### config.mk
export PLATFORM = sky130hd
export DESIGN_NAME = hreg_access_ctrl
export DESIGN_NICKNAME = d
export VERILOG_FILES = /design/src/rtl/hreg_pkg.sv /design/src/rtl/hreg_access_ctrl_rr_arbiter.sv /design/src/rtl/hreg_access_ctrl.sv
export SDC_FILE = /design/constraint.sdc
export NUM_CORES = 1
export LEC_CHECK = 0
export BUFFER_PORTS_ARGS = -buffer_cell sky130_fd_sc_hd__buf_2
export CORE_ASPECT_RATIO = 1.25
export CORE_UTILIZATION = 55
export DETAILED_ROUTE_END_ITERATION = 7
export PLACE_DENSITY = 0.86
export SLEW_MARGIN = 20
export SYNTH_ARGS = -nofsm -noshare
export SYNTH_HDL_FRONTEND = slang
export SYNTH_SLANG_ARGS = --single-unit
### constraint.sdc
create_clock -name clk -period 6.6 [get_ports clk]
set_input_delay 0.99 -clock clk [delete_from_list [all_inputs] [get_ports clk]]
set_output_delay 0.99 -clock clk [all_outputs]
set_load 0.01 [all_outputs]
### src/rtl/hreg_pkg.sv
// Shared types and constants for the Hamming-register access controller.
// HREG_ACCESS_CTRL_SCRUB_EN enables the pre-sample SETTLE cycle for READ/SHIFT_OUT.
package hreg_pkg;

    typedef enum logic [1:0] {
        OP_LOAD      = 2'b00,
        OP_READ      = 2'b01,
        OP_SHIFT_IN  = 2'b10,
        OP_SHIFT_OUT = 2'b11
    } op_e;

    typedef enum logic [1:0] {
        ST_IDLE   = 2'b00,
        ST_SETTLE = 2'b01,
        ST_EXEC   = 2'b10,
        ST_DONE   = 2'b11
    } state_e;

    localparam logic [1:0] MODE_SISO_R = 2'b00;
    localparam logic [1:0] MODE_SISO_L = 2'b01;
    localparam logic [1:0] MODE_PISO   = 2'b10;
    localparam logic [1:0] MODE_PIPO   = 2'b11;

`ifdef HREG_ACCESS_CTRL_SCRUB_EN
    localparam bit SCRUB_EN = 1'b1;
`else
    localparam bit SCRUB_EN = 1'b0;
`endif

endpackage

### src/rtl/hreg_access_ctrl_rr_arbiter.sv
// Combinational round-robin arbiter: first request at or after ptr_i wins.
module rr_arbiter #(
    parameter int NREQ = 2,
    parameter int IDW  = (NREQ > 1) ? $clog2(NREQ) : 1
) (
    input  logic [NREQ-1:0] req_i,
    input  logic [IDW-1:0]  ptr_i,
    output logic [NREQ-1:0] gnt_o,
    output logic [IDW-1:0]  idx_o,
    output logic            valid_o
);

    logic [IDW:0]   cand_s;
    logic [IDW-1:0] cand_w_s;
    logic           hit_s;

    // Scan candidates in pointer order; the first hit locks the result.
    always_comb begin
        gnt_o    = '0;
        idx_o    = '0;
        valid_o  = 1'b0;
        cand_s   = '0;
        cand_w_s = '0;
        hit_s    = 1'b0;
        for (int i = 0; i < NREQ; i++) begin
            cand_s   = {1'b0, ptr_i} + (IDW+1)'(i);
            cand_s   = (cand_s >= (IDW+1)'(NREQ)) ? cand_s - (IDW+1)'(NREQ) : cand_s;
            cand_w_s = cand_s[IDW-1:0];
            hit_s    = req_i[cand_w_s] & ~valid_o;
            gnt_o[cand_w_s] = gnt_o[cand_w_s] | hit_s;
            idx_o    = hit_s ? cand_w_s : idx_o;
            valid_o  = valid_o | hit_s;
        end
    end

endmodule

### src/rtl/hreg_access_ctrl.sv
// Round-robin sequencer sharing one ECC shift-register datapath among NREQ requesters.
// Define HREG_ACCESS_CTRL_SCRUB_EN to insert a SETTLE cycle before READ/SHIFT_OUT.
module hreg_access_ctrl
    import hreg_pkg::*;
#(
    parameter int WIDTH = 32,
    parameter int NREQ  = 2,
    parameter int LENW  = $clog2(WIDTH) + 1
) (
    input  logic                   clk,
    input  logic                   rst,
    input  logic [NREQ-1:0]        req,
    input  logic [2*NREQ-1:0]      op,
    input  logic [WIDTH*NREQ-1:0]  wdata,
    input  logic [LENW*NREQ-1:0]   len,
    output logic [NREQ-1:0]        gnt,
    output logic                   done,
    output logic [$clog2(NREQ)-1:0] done_id,
    output logic [WIDTH-1:0]       rdata,
    output logic                   busy,
    output logic                   reg_enable,
    output logic [1:0]             reg_mode,
    output logic                   reg_load,
    output logic                   reg_serial_in,
    output logic [WIDTH-1:0]       reg_parallel_in,
    input  logic                   reg_serial_out,
    input  logic [WIDTH-1:0]       reg_parallel_out
);

    localparam int IDW  = $clog2(NREQ);
    localparam int CNTW = $clog2(WIDTH);

    state_e           state_q, state_d;
    op_e              op_q, op_d;
    logic [IDW-1:0]   ptr_q, ptr_d, id_q, id_d, done_id_q, done_id_d;
    logic [WIDTH-1:0] wdata_q, wdata_d, rdata_q, rdata_d, pin_q, pin_d;
    logic [LENW-1:0]  n_q, n_d;
    logic [CNTW-1:0]  cnt_q, cnt_d;
    logic             done_q, done_d, en_q, en_d, load_q, load_d, sin_q, sin_d;
    logic [1:0]       mode_q, mode_d;

    logic [NREQ-1:0]  arb_gnt_s;
    logic [IDW-1:0]   arb_idx_s;
    logic             arb_valid_s, last_s;
    op_e              op_sel_s;
    logic [WIDTH-1:0] wdata_sel_s;
    logic [LENW-1:0]  len_sel_s, n_sel_s;

    rr_arbiter #(.NREQ(NREQ), .IDW(IDW)) u_arb (
        .req_i   (req),
        .ptr_i   (ptr_q),
        .gnt_o   (arb_gnt_s),
        .idx_o   (arb_idx_s),
        .valid_o (arb_valid_s)
    );

    assign op_sel_s    = op_e'(op[2*int'(arb_idx_s) +: 2]);
    assign wdata_sel_s = wdata[WIDTH*int'(arb_idx_s) +: WIDTH];
    assign len_sel_s   = len[LENW*int'(arb_idx_s) +: LENW];
    // Zero encodes a full-width shift; oversized counts saturate at WIDTH.
    assign n_sel_s     = ((len_sel_s == '0) || (len_sel_s > LENW'(WIDTH))) ? LENW'(WIDTH) : len_sel_s;
    assign last_s      = (LENW'(cnt_q) == (n_q - LENW'(1)));

    assign gnt             = (state_q == ST_IDLE) ? arb_gnt_s : '0;
    assign busy            = (state_q != ST_IDLE) || arb_valid_s;
    assign done            = done_q;
    assign done_id         = done_id_q;
    assign rdata           = rdata_q;
    assign reg_enable      = en_q;
    assign reg_mode        = mode_q;
    assign reg_load        = load_q;
    assign reg_serial_in   = sin_q;
    assign reg_parallel_in = pin_q;

    // Next-state, command capture and datapath drive for the following cycle.
    always_comb begin
        state_d = state_q;
        ptr_d   = ptr_q;
        op_d    = op_q;
        wdata_d = wdata_q;
        n_d     = n_q;
        cnt_d   = cnt_q;
        id_d    = id_q;
        rdata_d = rdata_q;
        case (state_q)
            ST_IDLE: begin
                if (arb_valid_s) begin
                    op_d    = op_sel_s;
                    wdata_d = wdata_sel_s;
                    n_d     = n_sel_s;
                    cnt_d   = '0;
                    id_d    = arb_idx_s;
                    ptr_d   = (arb_idx_s == IDW'(NREQ-1)) ? '0 : arb_idx_s + IDW'(1);
                    if (op_sel_s == OP_SHIFT_OUT) begin
                        for (int i = 0; i < WIDTH; i++) begin
                            rdata_d[i] = rdata_q[i] & (LENW'(i) < n_sel_s);
                        end
                    end else begin
                        rdata_d = rdata_q;
                    end
                    state_d = (SCRUB_EN && ((op_sel_s == OP_READ) || (op_sel_s == OP_SHIFT_OUT)))
                              ? ST_SETTLE : ST_EXEC;
                end else begin
                    state_d = ST_IDLE;
                end
            end
            ST_SETTLE: state_d = ST_EXEC;
            ST_EXEC: begin
                case (op_q)
                    OP_LOAD: state_d = ST_DONE;
                    OP_READ: begin
                        rdata_d = reg_parallel_out;
                        state_d = ST_DONE;
                    end
                    OP_SHIFT_IN, OP_SHIFT_OUT: begin
                        rdata_d[cnt_q] = (op_q == OP_SHIFT_OUT) ? reg_serial_out : rdata_q[cnt_q];
                        if (last_s) begin
                            state_d = ST_DONE;
                        end else begin
                            cnt_d = cnt_q + CNTW'(1);
                        end
                    end
                    default: state_d = ST_DONE;
                endcase
            end
            ST_DONE: state_d = ST_IDLE;
            default: state_d = ST_IDLE;
        endcase

        en_d   = 1'b0;
        mode_d = MODE_PIPO;
        load_d = 1'b0;
        sin_d  = 1'b0;
        pin_d  = pin_q;
        if (state_d == ST_EXEC) begin
            case (op_d)
                OP_LOAD: begin
                    en_d   = 1'b1;
                    load_d = 1'b1;
                    pin_d  = wdata_d;
                end
                OP_READ: en_d = 1'b0;
                OP_SHIFT_IN: begin
                    en_d   = 1'b1;
                    mode_d = MODE_SISO_R;
                    sin_d  = wdata_d[cnt_d];
                end
                OP_SHIFT_OUT: begin
                    en_d   = 1'b1;
                    mode_d = MODE_PISO;
                end
                default: en_d = 1'b0;
            endcase
        end else begin
            en_d = 1'b0;
        end
        done_d    = (state_d == ST_DONE);
        done_id_d = done_d ? id_q : done_id_q;
    end

    // State, command and output registers; reset aborts any operation in flight.
    always_ff @(posedge clk or negedge rst) begin
        if (!rst) begin
            state_q   <= ST_IDLE;
            ptr_q     <= '0;
            op_q      <= OP_LOAD;
            wdata_q   <= '0;
            n_q       <= '0;
            cnt_q     <= '0;
            id_q      <= '0;
            rdata_q   <= '0;
            done_q    <= 1'b0;
            done_id_q <= '0;
            en_q      <= 1'b0;
            mode_q    <= MODE_PIPO;
            load_q    <= 1'b0;
            sin_q     <= 1'b0;
            pin_q     <= '0;
        end else begin
            state_q   <= state_d;
            ptr_q     <= ptr_d;
            op_q      <= op_d;
            wdata_q   <= wdata_d;
            n_q       <= n_d;
            cnt_q     <= cnt_d;
            id_q      <= id_d;
            rdata_q   <= rdata_d;
            done_q    <= done_d;
            done_id_q <= done_id_d;
            en_q      <= en_d;
            mode_q    <= mode_d;
            load_q    <= load_d;
            sin_q     <= sin_d;
            pin_q     <= pin_d;
        end
    end

endmodule
* Word level (Yosys, flattened, before mapping)
Index checks and enable logic that the tools add are counted.
Word-level totals: register bits after elaboration 120, bits of input ports 117, output and inout port bits 74, logic and storage cells 189
Cells by class: $add $sub $neg 6, multiply operators 1, magnitude comparators 42, equality and inequality tests 16, shift operators 3, multiplexer cells 51, bitwise logic cells 38, reductions and logical operators 17
Operators by type and width (count):
- $mux W32 | 4
- $pmux W32 S2 | 2
- $lt A5 B6 Y1 const A | 16
- $shiftx A64 B7 Y32 | 1
- $lt A4 B6 Y1 const A | 8
- $and A1 B1 Y1 | 33
- $bwmux W32 | 1
- $lt A3 B6 Y1 const A | 4
- $mux W1 | 23
- $eq A2 B2 Y1 const B | 9
- $mux W5 | 3
- $lt A1 B6 Y1 const A | 2
- $lt A2 B6 Y1 const A | 2
- $lt A5 B6 Y1 const B | 2
- $mux W2 | 6
- $shiftx A12 B5 Y6 | 1
- $bmux W1 S5 | 2
- $pmux W5 S2 | 1
- $pmux W2 S2 | 2
- $pmux W2 S4 | 1
- $eq A2 B1 Y1 const B | 3
- $eq A5 B6 Y1 | 1
- $gt A6 B6 Y1 const B | 1
- $logic_not A2 Y1 | 3
- other kinds (31) | 43

* Longest topological paths before layout
depth after elaboration 17, mapped depth 14

* Cells and area by module
A second synthesis with hierarchy kept.
Unflattened totals: cell total of the unflattened synthesis 688, area total of the unflattened synthesis 6826.5 um^2
Modules (own cells, without submodules):
- hreg_access_ctrl | times used 1, cells an instance 683, area each 6794.0 um^2, seq. area each 3005.4 um^2
- rr_arbiter | times used 1, cells an instance 5, area each 32.5 um^2, seq. area each 0.0 um^2

* Worst setup path after synthesis
No wires, ideal clock.
kind input-to-reg, start point in req[0], end point reg rdata_q[16], in the netlist rdata[16], library setup time 0.144 ns, data arrival time 2.860 ns, required time 6.456 ns, slack 3.596 ns, stages 10, cells stage by stage inv_1 > o21ai_1 > buf_4 > mux2_2 > a311oi_2 > nor2b_1 > buf_2 > nor2_1 > a2111oi_0 > o32ai_1
On the way: longest elaborated chain between the ends 15, elaborated cells between the ends (all ways) 25
Ends and longest elaborated chain:
- from (decl) | line hreg_access_ctrl.sv:12 | input logic [NREQ-1:0] req,
- $mux W1 (implied by the code) (2 in a row) | line hreg_access_ctrl_rr_arbiter.sv:29 | hit_s = req_i[cand_w_s] & ~valid_o;
- $not A1 Y1 | line hreg_access_ctrl_rr_arbiter.sv:29
- $and A1 B1 Y1 | line hreg_access_ctrl_rr_arbiter.sv:29
- $mux W1 | line hreg_access_ctrl_rr_arbiter.sv:31 | idx_o = hit_s ? cand_w_s : idx_o;
- $mul A2 B1 Y3 | line hreg_access_ctrl.sv:59 | assign len_sel_s = len[LENW*int'(arb_idx_s) +: LENW];
- $shiftx A12 B5 Y6 | line hreg_access_ctrl.sv:59
- $gt A6 B6 Y1 or $logic_not A6 Y1 (tied branches) | line hreg_access_ctrl.sv:61 | assign n_sel_s = ((len_sel_s == '0) || (len_sel_s > LENW'(WIDTH))) ? LENW'(WIDTH) : len_sel_s;
- $logic_or A1 B1 Y1 | line hreg_access_ctrl.sv:61
- $mux W6 | line hreg_access_ctrl.sv:61
- $lt A5 B6 Y1 | line hreg_access_ctrl.sv:96 | rdata_d[i] = rdata_q[i] & (LENW'(i) < n_sel_s);
- $and A1 B1 Y1 | line hreg_access_ctrl.sv:96
- $mux W32 | line hreg_access_ctrl.sv:94 | if (op_sel_s == OP_SHIFT_OUT) begin
- $mux W32 | line hreg_access_ctrl.sv:87 | if (arb_valid_s) begin
- $pmux W32 S2 | line hreg_access_ctrl.sv:85 | case (state_q)
- to (signal assigned) | line hreg_access_ctrl.sv:187 | rdata_q <= rdata_d;
- to (decl) | line hreg_access_ctrl.sv:36 | logic [WIDTH-1:0] wdata_q, wdata_d, rdata_q, rdata_d, pin_q, pin_d;
Several ways; a longest one is shown, not always the timed one. The select of a mux whose other input is x is not followed. A chain may end at the register's enable or synchronous reset.

* Worst setup path in the final report
start point in req[0], end point reg pin_q[2], in the netlist reg_parallel_in[2]
On the way: longest elaborated chain between the ends 10, elaborated cells between the ends (all ways) 20
Ends and longest elaborated chain:
- $mux W1 (implied by the code) (2 in a row) | line hreg_access_ctrl_rr_arbiter.sv:29
- $not A1 Y1 | line hreg_access_ctrl_rr_arbiter.sv:29
- $and A1 B1 Y1 | line hreg_access_ctrl_rr_arbiter.sv:29
- $mux W1 | line hreg_access_ctrl_rr_arbiter.sv:31
- $shiftx A4 B3 Y2 | line hreg_access_ctrl.sv:57 | assign op_sel_s = op_e'(op[2*int'(arb_idx_s) +: 2]);
- $mux W2 (*) | line hreg_access_ctrl.sv:87
- $mux W2 (*) | line hreg_access_ctrl.sv:85
- net op_d[0] | line hreg_access_ctrl.sv:34 | op_e op_q, op_d;
- $logic_not A2 Y1 (*) | line hreg_access_ctrl.sv:136 | case (op_d)
- $reduce_and A2 Y1 (no line) (*)
- to (signal assigned) | line hreg_access_ctrl.sv:194 | pin_q <= pin_d;
- to (decl) | line hreg_access_ctrl.sv:36
The timed path passes the listed nets; every way through them passes the cells marked *. The select of a mux whose other input is x is not followed.

==> flow_metrics.env <==
export IMPL_critPathArrivalTime_ns=4.25
export IMPL_setup_slack_ns=2.65
export IMPL_via_count=6730
export IMPL_cts_resized_gates=0
export IMPL_cts_root_buf="clkbuf_16"
export IMPL_hold_path_depth=1
export IMPL_cp_end_kind="register"
export IMPL_cts_tree="yes"
export IMPL_area_growth_pct=21.6
export IMPL_initial_utilization=0.570
export IMPL_cts_setup_buffers=0
export IMPL_syn_area_per_cell_sq_um=9.97
export IMPL_synth_warnings=0
export IMPL_rows=46
export IMPL_run_status="complete, no violations"
export IMPL_timing_critical_path_mode_cell="buf_4"
export IMPL_synthMuxAreaShare=0.168
export IMPL_ys_seq_elements=120
export IMPL_grt_max_degree=68
export IMPL_ys_async_sr_fraction=1.00
export IMPL_htree_levels=4
export IMPL_fin_nets=1021
export IMPL_skew_ns=0.00934
export IMPL_max_cap_violations=0
export IMPL_die_h_um=131
export IMPL_critPathBufInv=4
export IMPL_min_period_ns=3.95
export IMPL_ys_seq_area_frac=0.413
export IMPL_r2r_end="reg_serial_in$_DFF_PN0_"
export IMPL_worstPathMaxFanout=31
export IMPL_rsz0062_at_grt="false"
export IMPL_drtAntennaViolNets=0
export IMPL_synth_adder_area_share=0.0120
export IMPL_max_clock_path_buffers=2
export IMPL_post_place_ws_ns=2.18
export IMPL_drc=0
export IMPL_avgViaCountPerCell=6.24
export IMPL_synth_simple_area_share=0.136
export IMPL_fin_cells=1078
export IMPL_worstMarginPinSlew_ns=1.03
export IMPL_hold_path_startpoint="id_q$_DFFE_PN0P_"
export IMPL_ctsHoldBuffers=0
export IMPL_synth_compound_area_frac=0.218
export IMPL_slew_violations=0
export IMPL_synthTopCellsByArea="dfrtp_1, mux2_4, mux2i_1"
export IMPL_synth_top_family_by_area="compound AO/OA/AOI/OAI gates"
export IMPL_clk_latency_ns=0.42
export IMPL_clock_sinks=120
export IMPL_drive_above_1_share=0.348
export IMPL_hold_violations=0
export IMPL_leakage_uw=0.00438
export IMPL_finalSetupViolCount=0
export IMPL_cp_slowest_cell="buf_4"
export IMPL_worstPathCellList="buf_2 -> inv_1 -> o21ai_4 -> buf_4 -> mux2i_1 -> o21ai_0 -> or3_4 -> nor2_4 -> buf_4 -> mux2_1"
export IMPL_grt_overflow_total=0
export IMPL_synth_top_area_cell="dfrtp_1"
export IMPL_r2r_setup_slack_ns=2.81
export IMPL_synth_main_ff_cell="dfrtp_1"
export IMPL_synth_fp_nets=854
export IMPL_path_delay_family="buffers and inverters"
export IMPL_startpoint_type="primary input"
export IMPL_netlist_area_sq_mm=0.00728
export IMPL_slew_headroom=0.314
export IMPL_drtPass1Iterations=5
export IMPL_path_class="primary input to register"
export IMPL_io_pins=191
export IMPL_syn_instance_count=730
export IMPL_dpl_hpwl_um=14500
export IMPL_diodes=0
export IMPL_clkSlewWorstSetupHoldPaths_ns=0.06
export IMPL_r2r_start="state_q[0]$_DFF_PN0_"
export IMPL_irDropWorstVdd_mv=0.274
export IMPL_die_w_um=105
export IMPL_grt_pass1_wl_um=33200
export IMPL_powerDensity_mw_per_mm2=554
export IMPL_drt_iter0_markers=590
export IMPL_reg2reg_depth=11
export IMPL_tns_ns=0
export IMPL_place_congestion=0.968
export IMPL_first_global_vias=6509
export IMPL_track_usage=0.311
export IMPL_synth_xor_area_share=0.00843
export IMPL_fmax_mhz=253
export IMPL_synth_cell_types=79
export IMPL_min_to="id_q$_DFFE_PN0P_"
export IMPL_period_share=0.599
export IMPL_dieArea_sq_mm=0.0137
export IMPL_holdCritPathClass="register to register"
export IMPL_routedWlPerCell_um=19.5
export IMPL_cts_buffers=17
export IMPL_port_buffers=190
export IMPL_antenna_found_initial=0
export IMPL_slowest_delay_ns=0.55
export IMPL_synth_top_area_frac=0.406
export IMPL_drt_total_wl_um=21000
export IMPL_cp_required_ns=6.90
export IMPL_core_area_sq_mm=0.0128
export IMPL_placedCellCount=1046
export IMPL_synth_edf_count=0
[per-stage QoR]
stage / hold slack, ns / total power [uW] / instance area, sq um / utilization
detailed placement: 0.465 / 3950 / 8280 / 0.648
floorplan: 0.444 / 3270 / 7280 / -
global placement: 0.459 / 3870 / 8280 / 0.648
global route: 0.497 / 5190 / 8850 / 0.693
CTS: 0.478 / 4880 / 8850 / 0.693
finish: 0.482 / 4910 / 8850 / 0.693
[state kept, by name (all words and copies together), names as in the netlist, 2 cells and up]
signal,flops
op_q,2
cnt_q,5
reg_mode,2
n_q,6
wdata_q,32
rdata,32
reg_parallel_in,32
state_q,2
[Yosys cell counts, types with 6 or more instances]
cell and count:
mux2_2 9, mux4_2 8, inv_1 16, dfrtp_1 118, clkbuf_1 27, nand2b_1 6
a21oi_1 59, a21o_1 13, mux2_1 7, o31ai_1 16, nor2b_1 6, mux2_4 30
buf_2 11, and2_1 9, ha_1 7, nor2_1 45, a22o_1 19, nand2_1 67
mux2i_1 41, or2_2 9, o21ai_0 64, nor3_1 9, and3_1 6, nand3_1 15
a22oi_1 8
[final cells by class]
cell class / instances / area (sq um)
multi-input cells: 541 / 3980
fillers: 957 / 3930
flip-flops and latches: 120 / 3010
repair buffers: 198 / 1010
clock buffers: 17 / 425
well taps: 168 / 210
clock inverters: 15 / 143
inverters: 19 / 76.3
[where the power goes]
part / internal [uW] / switching, uW / total, uW / leakage (uW)
Sequential: 1080 / 277 / 1360 / 0.00151
Combinational: 1140 / 1520 / 2660 / 0.00259
Clock: 524 / 367 / 891 / 0.000275
[worst max path at each step]
stage | start | to | slack, ns | cells after the start
detailed placement | req[0] | reg_parallel_in[1]$_DFFE_PN0P_ | 2.18 | 10
global placement | req[0] | reg_parallel_in[2]$_DFFE_PN0P_ | 2.32 | 10
global route | req[0] | rdata[16]$_DFFE_PN0P_ | 2.44 | 9
finish | req[0] | reg_parallel_in[2]$_DFFE_PN0P_ | 2.65 | 10
CTS | req[0] | reg_parallel_in[2]$_DFFE_PN0P_ | 2.61 | 10
floorplan | req[0] | rdata[16]$_DFFE_PN0P_ | 3.60 | 10
[layer usage]
metal | share of wire | global-route usage | routed length (um)
met5 | 0 | 0 | 0
met4 | 0.040 | 0.178 | 846
met3 | 0.086 | 0.0501 | 1800
met2 | 0.50 | 0.543 | 10600
met1 | 0.37 | 0.369 | 7790
[cells by family after synthesis]
| group | count (synthesis) |
|---|---|
| compound gates | 236 |
| flops | 120 |
| mux | 95 |
| xor+xnor | 7 |
| buf+inv | 69 |
| fa+ha+maj | 7 |
| simple gates | 196 |
[cells in the final DEF, fill, tap and decap left out, drive strengths merged, types with 5 or more instances in the layout]
cell type  Yosys  routed
buf           23     198
dfrtp        118     118
o21ai         69      69
nand2         68      68
a21oi         60      60
nor2          48      48
mux2          46      46
mux2i         41      41
inv           19      24
a22o          19      19
clkbuf        27      17
o31ai         17      17
nand3         15      15
a21o          13      13
or2           11      11
and2           9       9
nor3           9       9
mux4           8       8
a22oi          8       8
ha             7       7
clkinv         0       7
nand2b         6       6
and3           6       6
nor2b          6       6
a21boi         6       6
nand4          5       5
a221o          5       5
Note: power is estimated with default switching activity, not from simulation.
